[config.mk]
export PLATFORM = sky130hd
export DESIGN_NAME = frame_compositor
export DESIGN_NICKNAME = d
export VERILOG_FILES = /design/src/rtl/compositor_pkg.sv /design/src/rtl/frame_compositor_rr_arbiter.sv /design/src/rtl/frame_compositor.sv
export SDC_FILE = /design/constraint.sdc
export NUM_CORES = 1
export LEC_CHECK = 0
export ABC_AREA = 1
export ABC_CLOCK_PERIOD_IN_PS = 5600
export CAP_MARGIN = 30
export CORE_UTILIZATION = 35
export DETAILED_ROUTE_END_ITERATION = 16
export DONT_BUFFER_PORTS = 1
export GPL_TIMING_DRIVEN = 0
export PLACE_DENSITY = 0.51
export SLEW_MARGIN = 25
export SYNTH_ARGS = -nofsm -noshare
export SYNTH_HDL_FRONTEND = slang
export SYNTH_HIERARCHICAL = 1
export SYNTH_SLANG_ARGS = --single-unit
[constraint.sdc]
create_clock -name clk -period 5.6 [get_ports clk]
set_input_delay 1.12 -clock clk [delete_from_list [all_inputs] [get_ports clk]]
set_output_delay 1.12 -clock clk [all_outputs]
set_load 0.02 [all_outputs]
[src/rtl/compositor_pkg.sv]
// Shared types and op-field layout helpers for the frame compositor.
// Field positions are derived from the framebuffer geometry.
package compositor_pkg;

    typedef enum logic [1:0] {
        OP_NOP  = 2'd0,
        OP_RECT = 2'd1,
        OP_END  = 2'd2,
        OP_RSVD = 2'd3
    } opcode_e;

    typedef enum logic [1:0] {
        ST_ARB,
        ST_LOAD,
        ST_DRAW,
        ST_WAIT_SWAP
    } state_e;

    function automatic int x_w(input int hor);
        return $clog2(hor);
    endfunction

    function automatic int y_w(input int ver);
        return $clog2(ver);
    endfunction

    // Layout MSB..LSB: opcode, x, y, w, h, color
    function automatic int h_lo(input int cw);
        return cw;
    endfunction

    function automatic int w_lo(input int ver, input int cw);
        return h_lo(cw) + y_w(ver) + 1;
    endfunction

    function automatic int y_lo(input int hor, input int ver, input int cw);
        return w_lo(ver, cw) + x_w(hor) + 1;
    endfunction

    function automatic int x_lo(input int hor, input int ver, input int cw);
        return y_lo(hor, ver, cw) + y_w(ver);
    endfunction

    function automatic int opc_lo(input int hor, input int ver, input int cw);
        return x_lo(hor, ver, cw) + x_w(hor);
    endfunction

    function automatic int op_w(input int hor, input int ver, input int cw);
        return opc_lo(hor, ver, cw) + 2;
    endfunction

    function automatic int addr_w(input int hor, input int ver, input int db);
        return $clog2((1 + db) * hor * ver);
    endfunction

    function automatic int idx_w(input int n);
        return (n > 1) ? $clog2(n) : 1;
    endfunction

endpackage

[src/rtl/frame_compositor_rr_arbiter.sv]
// Round-robin request arbiter; the pointer moves past the winner
// only when the grant is accepted.
module rr_arbiter
    import compositor_pkg::*;
#(
    parameter int N = 2
) (
    input  logic                 clk,
    input  logic                 rst,
    input  logic                 ce,
    input  logic                 accept,
    input  logic [N-1:0]         req,
    output logic [N-1:0]         grant,
    output logic [idx_w(N)-1:0]  grant_idx,
    output logic                 valid
);

    localparam int IW = idx_w(N);

    logic [IW-1:0] ptr;
    logic [IW-1:0] cand [N];

    always_comb begin
        for (int i = 0; i < N; i++) begin
            cand[i] = IW'((int'(ptr) + i) % N);
        end
    end

    always_comb begin
        grant     = '0;
        grant_idx = '0;
        valid     = 1'b0;
        for (int i = 0; i < N; i++) begin
            if (!valid && req[cand[i]]) begin
                valid           = 1'b1;
                grant_idx       = cand[i];
                grant[cand[i]]  = 1'b1;
            end
        end
    end

    always_ff @(posedge clk) begin
        if (rst) begin
            ptr <= '0;
        end else if (ce && accept) begin
            ptr <= (int'(grant_idx) == N - 1) ? '0 : grant_idx + 1'b1;
        end
    end

endmodule

[src/rtl/frame_compositor.sv]
// Multi-source rectangle rasteriser with frame-level double buffering.
// Ops are arbitrated round-robin, clipped once, then drawn one pixel per cycle.
module frame_compositor
    import compositor_pkg::*;
#(
    parameter int HOR_ACTIVE_PIXELS = 640,
    parameter int VER_ACTIVE_PIXELS = 480,
    parameter int NUM_SOURCES       = 2,
    parameter int COLOR_WIDTH       = 1,
    parameter int DOUBLE_BUFFER     = 1
) (
    input  logic clk,
    input  logic rst,
    input  logic ce,
    input  logic swap,
    input  logic [NUM_SOURCES*op_w(HOR_ACTIVE_PIXELS, VER_ACTIVE_PIXELS, COLOR_WIDTH)-1:0] src_op,
    input  logic [NUM_SOURCES-1:0] src_empty,
    output logic [NUM_SOURCES-1:0] src_rd_en,
    output logic wr_en,
    output logic [addr_w(HOR_ACTIVE_PIXELS, VER_ACTIVE_PIXELS, DOUBLE_BUFFER)-1:0] wr_addr,
    output logic [COLOR_WIDTH-1:0] wr_data,
    output logic buf_sel,
    output logic frame_done,
    output logic busy
);

    localparam int HOR    = HOR_ACTIVE_PIXELS;
    localparam int VER    = VER_ACTIVE_PIXELS;
    localparam int NS     = NUM_SOURCES;
    localparam int X_W    = x_w(HOR);
    localparam int Y_W    = y_w(VER);
    localparam int XC     = X_W + 1;
    localparam int YC     = Y_W + 1;
    localparam int XS     = X_W + 2;
    localparam int YS     = Y_W + 2;
    localparam int OP_W   = op_w(HOR, VER, COLOR_WIDTH);
    localparam int AW     = addr_w(HOR, VER, DOUBLE_BUFFER);
    localparam int IW     = idx_w(NS);
    localparam int H_LO   = h_lo(COLOR_WIDTH);
    localparam int W_LO   = w_lo(VER, COLOR_WIDTH);
    localparam int Y_LO   = y_lo(HOR, VER, COLOR_WIDTH);
    localparam int X_LO   = x_lo(HOR, VER, COLOR_WIDTH);
    localparam int OPC_LO = opc_lo(HOR, VER, COLOR_WIDTH);

    state_e          state, state_d;
    logic [OP_W-1:0] op_q, pick_op;
    logic [IW-1:0]   src_q;
    logic [NS-1:0]   done_mask, mask_set;
    logic            buf_q;
    logic [XC-1:0]   x0, xe, x_cur;
    logic [YC-1:0]   ye, y_cur;
    logic [AW-1:0]   row_base, buf_offset;

    logic [NS-1:0]   grant;
    logic [IW-1:0]   grant_idx;
    logic            grant_valid;
    logic            accept;

    opcode_e         opc;
    logic [X_W-1:0]  op_x;
    logic [Y_W-1:0]  op_y;
    logic [XC-1:0]   op_wd;
    logic [YC-1:0]   op_ht;
    logic [XS-1:0]   x_sum;
    logic [YS-1:0]   y_sum;
    logic [XC-1:0]   xe_n;
    logic [YC-1:0]   ye_n;
    logic            clip_empty;
    logic            last_px;

    assign accept = ce && !rst && (state == ST_ARB) && grant_valid;

    rr_arbiter #(.N(NS)) u_arb (
        .clk       (clk),
        .rst       (rst),
        .ce        (ce),
        .accept    (accept),
        .req       (~src_empty & ~done_mask),
        .grant     (grant),
        .grant_idx (grant_idx),
        .valid     (grant_valid)
    );

    always_comb begin
        pick_op = '0;
        for (int i = 0; i < NS; i++) begin
            if (grant[i]) pick_op = src_op[i*OP_W +: OP_W];
        end
    end

    assign opc   = opcode_e'(op_q[OPC_LO +: 2]);
    assign op_x  = op_q[X_LO +: X_W];
    assign op_y  = op_q[Y_LO +: Y_W];
    assign op_wd = op_q[W_LO +: XC];
    assign op_ht = op_q[H_LO +: YC];

    // Clip once on load so the draw loop only compares against bounds
    assign x_sum = {2'b00, op_x} + {1'b0, op_wd};
    assign y_sum = {2'b00, op_y} + {1'b0, op_ht};
    assign xe_n  = (x_sum > XS'(HOR)) ? XC'(HOR) : x_sum[XC-1:0];
    assign ye_n  = (y_sum > YS'(VER)) ? YC'(VER) : y_sum[YC-1:0];

    assign clip_empty = (op_wd == '0) || (op_ht == '0) ||
                        ({1'b0, op_x} >= XC'(HOR)) ||
                        ({1'b0, op_y} >= YC'(VER));

    assign buf_offset = buf_q ? AW'(HOR * VER) : '0;
    assign mask_set   = done_mask | (NS'(1) << src_q);
    assign last_px    = (x_cur + 1'b1 == xe) && (y_cur + 1'b1 == ye);

    always_comb begin
        state_d    = state;
        src_rd_en  = '0;
        frame_done = 1'b0;
        unique case (state)
            ST_ARB: begin
                if (grant_valid) begin
                    state_d   = ST_LOAD;
                    src_rd_en = grant & {NS{ce & ~rst}};
                end
            end
            ST_LOAD: begin
                unique case (opc)
                    OP_RECT: state_d = clip_empty ? ST_ARB : ST_DRAW;
                    OP_END: begin
                        if (&mask_set) begin
                            state_d    = ST_WAIT_SWAP;
                            frame_done = ce & ~rst;
                        end else begin
                            state_d = ST_ARB;
                        end
                    end
                    default: state_d = ST_ARB;
                endcase
            end
            ST_DRAW: begin
                if (last_px) state_d = ST_ARB;
            end
            ST_WAIT_SWAP: begin
                if (swap) state_d = ST_ARB;
            end
            default: state_d = ST_ARB;
        endcase
    end

    always_ff @(posedge clk) begin
        if (rst) begin
            state     <= ST_ARB;
            op_q      <= '0;
            src_q     <= '0;
            done_mask <= '0;
            buf_q     <= 1'b0;
            x0        <= '0;
            xe        <= '0;
            ye        <= '0;
            x_cur     <= '0;
            y_cur     <= '0;
            row_base  <= '0;
        end else if (ce) begin
            state <= state_d;
            unique case (state)
                ST_ARB: begin
                    if (grant_valid) begin
                        op_q  <= pick_op;
                        src_q <= grant_idx;
                    end
                end
                ST_LOAD: begin
                    x0       <= {1'b0, op_x};
                    x_cur    <= {1'b0, op_x};
                    y_cur    <= {1'b0, op_y};
                    xe       <= xe_n;
                    ye       <= ye_n;
                    row_base <= buf_offset + AW'(op_y) * AW'(HOR);
                    if (opc == OP_END) done_mask <= mask_set;
                end
                ST_DRAW: begin
                    if (x_cur + 1'b1 == xe) begin
                        x_cur    <= x0;
                        y_cur    <= y_cur + 1'b1;
                        row_base <= row_base + AW'(HOR);
                    end else begin
                        x_cur <= x_cur + 1'b1;
                    end
                end
                ST_WAIT_SWAP: begin
                    if (swap) begin
                        done_mask <= '0;
                        if (DOUBLE_BUFFER != 0) buf_q <= ~buf_q;
                    end
                end
                default: ;
            endcase
        end
    end

    assign wr_en   = (state == ST_DRAW);
    assign wr_addr = row_base + AW'(x_cur);
    assign wr_data = op_q[COLOR_WIDTH-1:0];
    assign buf_sel = buf_q;
    assign busy    = (state == ST_LOAD) || (state == ST_DRAW);

endmodule

======== Yosys cells after proc, flatten, opt, wreduce, memory -nomap -nowiden ========
Index checks and enable logic that the tools add are counted.
word-level totals
  bits in registers ....................... 122
  bits in latches ......................... 0
  RAM bits ................................ 0
  memory bits (read-only) ................. 0
  bits of input ports ..................... 92
  output and inout port bits .............. 27
  word-level logic and storage cells ...... 119
  memories ................................ 0
operators by class
  $add $sub $neg .......................... 9
  $mul .................................... 1
  divide/modulo/power cells ............... 0
  magnitude comparators ................... 8
  equal/unequal tests ..................... 12
  shifts and indexed selects .............. 1
  muxes and demuxes ....................... 40
  bitwise logic cells ..................... 9
  reduce and logical (&&, ||, !) cells .... 27
operators with widths
  cell                                                                     count
  43-bit two-way mux                                                       2
  20-bit case mux with 2 select lines                                      1
  11-bit two-way mux                                                       2
  11-bit case mux with 2 select lines                                      1
  19-bit by 19-bit adder with 20-bit output                                1
  20-bit by 10-bit adder with 20-bit output (second input constant)        1
  20-bit by 11-bit adder with 20-bit output                                1
  10-bit two-way mux                                                       2
  2-bit two-way mux                                                        10
  20-bit two-way mux                                                       1
  10-bit case mux with 2 select lines                                      1
  19-bit two-way mux                                                       1
  1-bit two-way mux                                                        14
  10-bit by 11-bit adder with 12-bit output                                1
  12-bit by 10-bit > comparator with 1-bit output (second input constant)  1
  9-bit by 3-bit multiplier with 12-bit output (second input constant)     1
  11-bit by 1-bit adder with 11-bit output (second input constant)         1
  9-bit by 10-bit adder with 11-bit output                                 1
  11-bit equality test                                                     1
  11-bit by 9-bit > comparator with 1-bit output (second input constant)   1
  11-bit logical NOT                                                       1
  10-bit by 1-bit adder with 10-bit output (second input constant)         1
  10-bit equality test                                                     1
  10-bit >= comparator (second input constant)                             1
  other kinds (26)                                                         58

======== Depth between registers and ports, before layout ========
  depth after elaboration ................. 11
  gate-level depth with buffers ........... 17
  gate-level depth less buffers ........... 16

======== Hierarchy ========
The synthesis kept the hierarchy.
by module, submodules not included
  module            instances  cells an instance  area an instance (um^2)  seq. area each (um^2)
  frame_compositor  1          1,156              7,770.0                  2,282.2
  rr_arbiter        1          15                 88.8                     20.0

======== Worst setup path after synthesis ========
No wires, ideal clock.
  path type ............................... in2out
  start point ............................. input port src_empty[1]
  end point ............................... output port src_rd_en[1]
  data arrival time ....................... 2.565 ns
  data required time ...................... 4.480 ns
  slack ................................... 1.915 ns
  cell stages on the path ................. 6
  buffers on the path ..................... 2
  path through ............................ nor2_1 -> nand2_2 -> nand2_1 -> clkbuf_1 -> clkbuf_1 -> nor3b_1
on the way
  word-level cells in the longest chain between the ends .. 11
  elaborated cells between the ends (all ways) .. 16
  classes of those cells .................. 10 x mux; 4 x bitwise; 2 x reduce/logical
RTL lines
  element                                               line                               RTL
  from (decl)                                           frame_compositor.sv:17             input logic [NUM_SOURCES-1:0] src_empty,
  2-bit NOT *                                           frame_compositor.sv:78             .req (~src_empty & ~done_mask),
  2-bit AND *                                           frame_compositor.sv:78
  1-bit two-way mux (implied by the code) (2 in a row)  frame_compositor_rr_arbiter.sv:34  if (!valid && req[cand[i]]) begin
  1-bit two-way mux                                     frame_compositor_rr_arbiter.sv:34
  1-bit logical NOT                                     frame_compositor_rr_arbiter.sv:34
  1-bit logical AND                                     frame_compositor_rr_arbiter.sv:34
  2-bit two-way mux *                                   frame_compositor_rr_arbiter.sv:34
  via grant[1]                                          frame_compositor.sv:54             logic [NS-1:0] grant;
  2-bit AND *                                           frame_compositor.sv:119            src_rd_en = grant & {NS{ce & ~rst}};
  2-bit two-way mux *                                   frame_compositor.sv:117            if (grant_valid) begin
  2-bit two-way mux *                                   frame_compositor.sv:115            unique case (state)
  to (decl)                                             frame_compositor.sv:18             output logic [NUM_SOURCES-1:0] src_rd_en,
The timed path passes the listed nets; every way through them passes the cells marked *. The select of a mux whose other input is x is not followed.

======== Worst setup path in the final report ========
Same ends and word-level chain as after synthesis.

==> run summary <==
The biggest area contributor in the post-synthesis netlist is dfxtp_1. The tools report the buffer cell driving the clock tree root as clkbuf_16. The die is 152 um wide. Compared with the post-synthesis result, the final layout area differs by 12.4%. Among the stages of the critical path, the cell type that occurs most often is clkbuf_1. STA classifies the critical path endpoint as an output pin. Global routing finished with a remaining overflow of 0.

The wire-length estimate of the detail-placed layout is 19700 um. The detailed router used layers up to and including met4. The shortest clock period the worst path allows after layout is 4.10 ns. Power spread over the standard cell area amounts to 379 nW/um^2.

The met2 routed wirelength is 11700 um, and the aggregate routed wire length is 25400 um. Measured along the y axis, the die boundary spans 152 um. Total of buffers placed on input and output ports: 0. The share of layout cells above drive strength 1 is 5.15%. The number of global-route vias before repair is 7278, and the total number of yosys warnings is 6. Excluding fillers, the count of instances in the completed layout stands at 1484. The run gives 0 as the initial antenna violation count.

At the worst endpoint, the arrival time is 2.98 ns. The initial utilization of the core area, before any placement, comes to 35.9%. The run finished with clean final reports. Ranked by total cell area, the synthesized netlist is headed by dfxtp_1 29%, nand2_1 11%, a21oi_1 8.5%, ha_1 8.0%, o21ai_0 6.8%.

Entering global routing, the biggest net connects 17 pins. The slowest stage cell on the critical path was nor3b_1. Clock skew on the completed layout was measured at 0.00961 ns.

The most used flip-flop cell after synthesis is dfxtp_1. Traced cell by cell, the critical path runs through nor2_1 > nand2_2 > nand2_1 > clkbuf_1 > clkbuf_1 > nor3b_1. In the synthesized netlist the async set-or-reset flop fraction comes to 0%. The tools report the startpoint type of the worst setup path as a primary input.

Yosys mapped the design onto 44 distinct sky130hd cell types. Critical hold path startpoint: ye[9]. The worst register-to-register path begins at op_q[23].

The final period utilization works out to 73.2%. The post-layout net count was 1337; the met1 wire length was 12000 um. The count of flip-flops with a built-in enable after synthesis was 0; the flop-to-flop setup slack was 2.46 ns. Number of endpoints with negative hold slack in the final report: 0. Clock-pin slew was measured on the worst setup and hold paths at 0.06 ns. In the routed design, unresolved DRC markers number 0. Max-cap violations in this run came to 0. The slew at the pin closest to its max-slew limit was 0.792 ns; the number of buffers between clock root and the deepest sink was 2. The number of antenna diodes in the final layout is 0. The routed layout has 7832 vias. Final hold analysis gives a worst-case slack of 0.461 ns. The run gives 46.8% as the relative slew slack. IR analysis of the VDD net gives a maximum drop of 0.159 mV. The first global-routing pass estimated 40100 um of wire. The max-slew violation count was 0. Counting the buffers created by CTS gives 17. In the final routed layout, each cell accounts on average for 17.1 um. The run gives 3.83 nW as the leakage component of the power. The H-tree was split into 4 levels. The largest single stage delay on the critical path is 0.65 ns. In this run the critical register-to-register path is captured at row_base[16]. The tools report the register area share after synthesis as 29.3%. Clock sink count: 115. The top-level port count was 119.

After detailed routing, the met3 layer carries 1370 um of wire. The number of placed cells counting well taps is 1452. The die covers 23100 um^2.

The worst min-delay path class was reg2reg. The core region is 21900 um^2. The logic depth of the worst register-to-register path is 13.

For this run, the detailed router's first-pass iteration total came to 4. The run gives 0 as the number of resized instances in the post-cts repair step. Setup repair after global routing left no endpoint under its margin. The tools report the detailed router's first-iteration violation count as 477. TritonCTS built the clock tree. Overall power after layout: 3.34 mW. For hold timing, the worst endpoint is ye[9]. The detail route stage leaves a number of antenna-violating nets equal to 0. Of all nets on the critical path, the largest fanout is 10. The number of vias per cell came out at 5.28. The number of storage elements in the synthesis netlist was 115.

The critical path data required time is 4.48 ns. Counting instances, the worst hold path has a depth of 2. The run gives 22.1% as the overall routing resource usage. The number of instances in the synthesized netlist was 1171; the average cell area after synthesis was 6.71 um^2. Setup violations remaining at the end of the flow were counted as 0.

The area share of the largest cell type after synthesis came out at 29.3%. Buffers inserted to repair hold after CTS numbered 0. The net count after synthesis came out at 1317.

The setup fix buffers added after clock tree synthesis came out at 0. Clock latency reported for the late side of the worst-skew pair: 0.42 ns. By startpoint and endpoint, the worst setup path is classified as in2out.

Derived from the worst setup path, the maximum achievable clock frequency is 244 MHz. Adding up every negative setup slack in the final design gives 0 ns. The floorplan has 54 rows.

The run gives 0.869 as the global placement routability congestion. After synthesis the cells add up to 7860 um^2.
==> where the power goes <==
part,leakage (nW),switching (mW),internal (mW)
Combinational,2.58,0.711,0.375
Sequential,0.941,0.155,0.938
Clock,0.307,0.451,0.715
Total,3.83,1.32,2.03
==> worst max path at each step <==
stage | start | endpoint | slack [ns] | cells after the start
floorplan | src_empty[1] | src_rd_en[1] | 1.91 | 6
global placement | src_empty[1] | src_rd_en[1] | 1.54 | 6
detailed placement | src_empty[1] | src_rd_en[1] | 1.55 | 6
CTS | src_empty[1] | src_rd_en[1] | 1.54 | 6
global route | src_empty[1] | src_rd_en[1] | 1.32 | 6
finish | src_empty[1] | src_rd_en[1] | 1.50 | 6
==> sequential cells by signal, summed over array words and instances (netlist names) <==
name and count:
op_q 43, ye 10, xe 11, state 2, x0 10, x_cur 11
y_cur 10, row_base 13, done_mask 2, buf_sel 1, u_arb/ptr 1, src_q 1
==> critical path, delay by kind of cell <==
kind                   cells  cell delay [ns]
buffers and inverters      2             0.75
and+or+nand+nor            4             1.10
==> final cells by class <==
cell class | instances | area (um^2)
Clock buffer | 17 | 425
Multi-Input combinational cell | 896 | 4930
Clock inverter | 15 | 196
Tap cell | 280 | 350
Fill cell | 2379 | 13100
Buffer | 62 | 260
Timing Repair Buffer | 1 | 5.00
Inverter | 98 | 368
Sequential cell | 115 | 2300
==> logic make-up (layout without fill, tap and decap cells) <==
kind of cell	Yosys count	after routing	synth area share, %
multiplexers	3	3	0.382
buffers and inverters	160	193	7.99
AND/OR/NAND/NOR	488	488	26.8
adder cells (fa/ha/maj)	54	54	8.98
XOR/XNOR	35	35	4.08
AO/OA/AOI/OAI	316	316	22.5
flip-flops	115	115	29.3
==> metal layers <==
metal / GRT usage (%) / vias up
met4: 4.90 / 0
met2: 36.3 / 233
li1: - / 4015
met5: 0 / -
met3: 4.22 / 24
met1: 29.9 / 3560
==> per-stage QoR <==
stage | setup slack (ns) | instance area, um^2 | util, %
after CTS | 1.54 | 8840 | 40.4
after global placement | 1.54 | 8210 | 37.5
after floorplan | 1.91 | 7860 | -
final | 1.50 | 8840 | 40.4
after global routing | 1.32 | 8840 | 40.4
after detailed placement | 1.55 | 8210 | 37.5
==> placed cells by master, fill, tap and decap left out, types with 2 or more instances in the layout <==
master / n
nand2_1: 234
a21oi_1: 134
dfxtp_1: 115
nor2_1: 112
o21ai_0: 107
inv_1: 97
nand3_1: 80
clkbuf_1: 51
ha_1: 50
a22oi_1: 43
xor2_1: 24
nand3b_1: 18
clkbuf_16: 17
nand4_1: 12
nor3_1: 10
xnor2_1: 10
nand2_2: 7
o21ai_1: 7
o21bai_1: 5
or2_2: 5
buf_2: 5
inv_6: 5
a21o_1: 4
a211oi_1: 4
buf_4: 4
nor4_1: 4
fa_1: 4
clkinv_4: 4
nor2_2: 3
mux2i_1: 3
bufinv_16: 3
a31oi_1: 2
buf_1: 2
o21a_1: 2
inv_8: 2
==> Yosys cell counts, types with 7 or more instances <==
master	count
nand2_2	7
ha_1	50
xor2_1	24
inv_1	97
xnor2_1	10
a22oi_1	43
o21ai_1	7
nor3_1	10
nand2_1	234
nand3_1	80
a21oi_1	134
clkbuf_1	51
o21ai_0	107
nand3b_1	18
nand4_1	12
dfxtp_1	115
nor2_1	112
(Power assumes the default switching activity.)
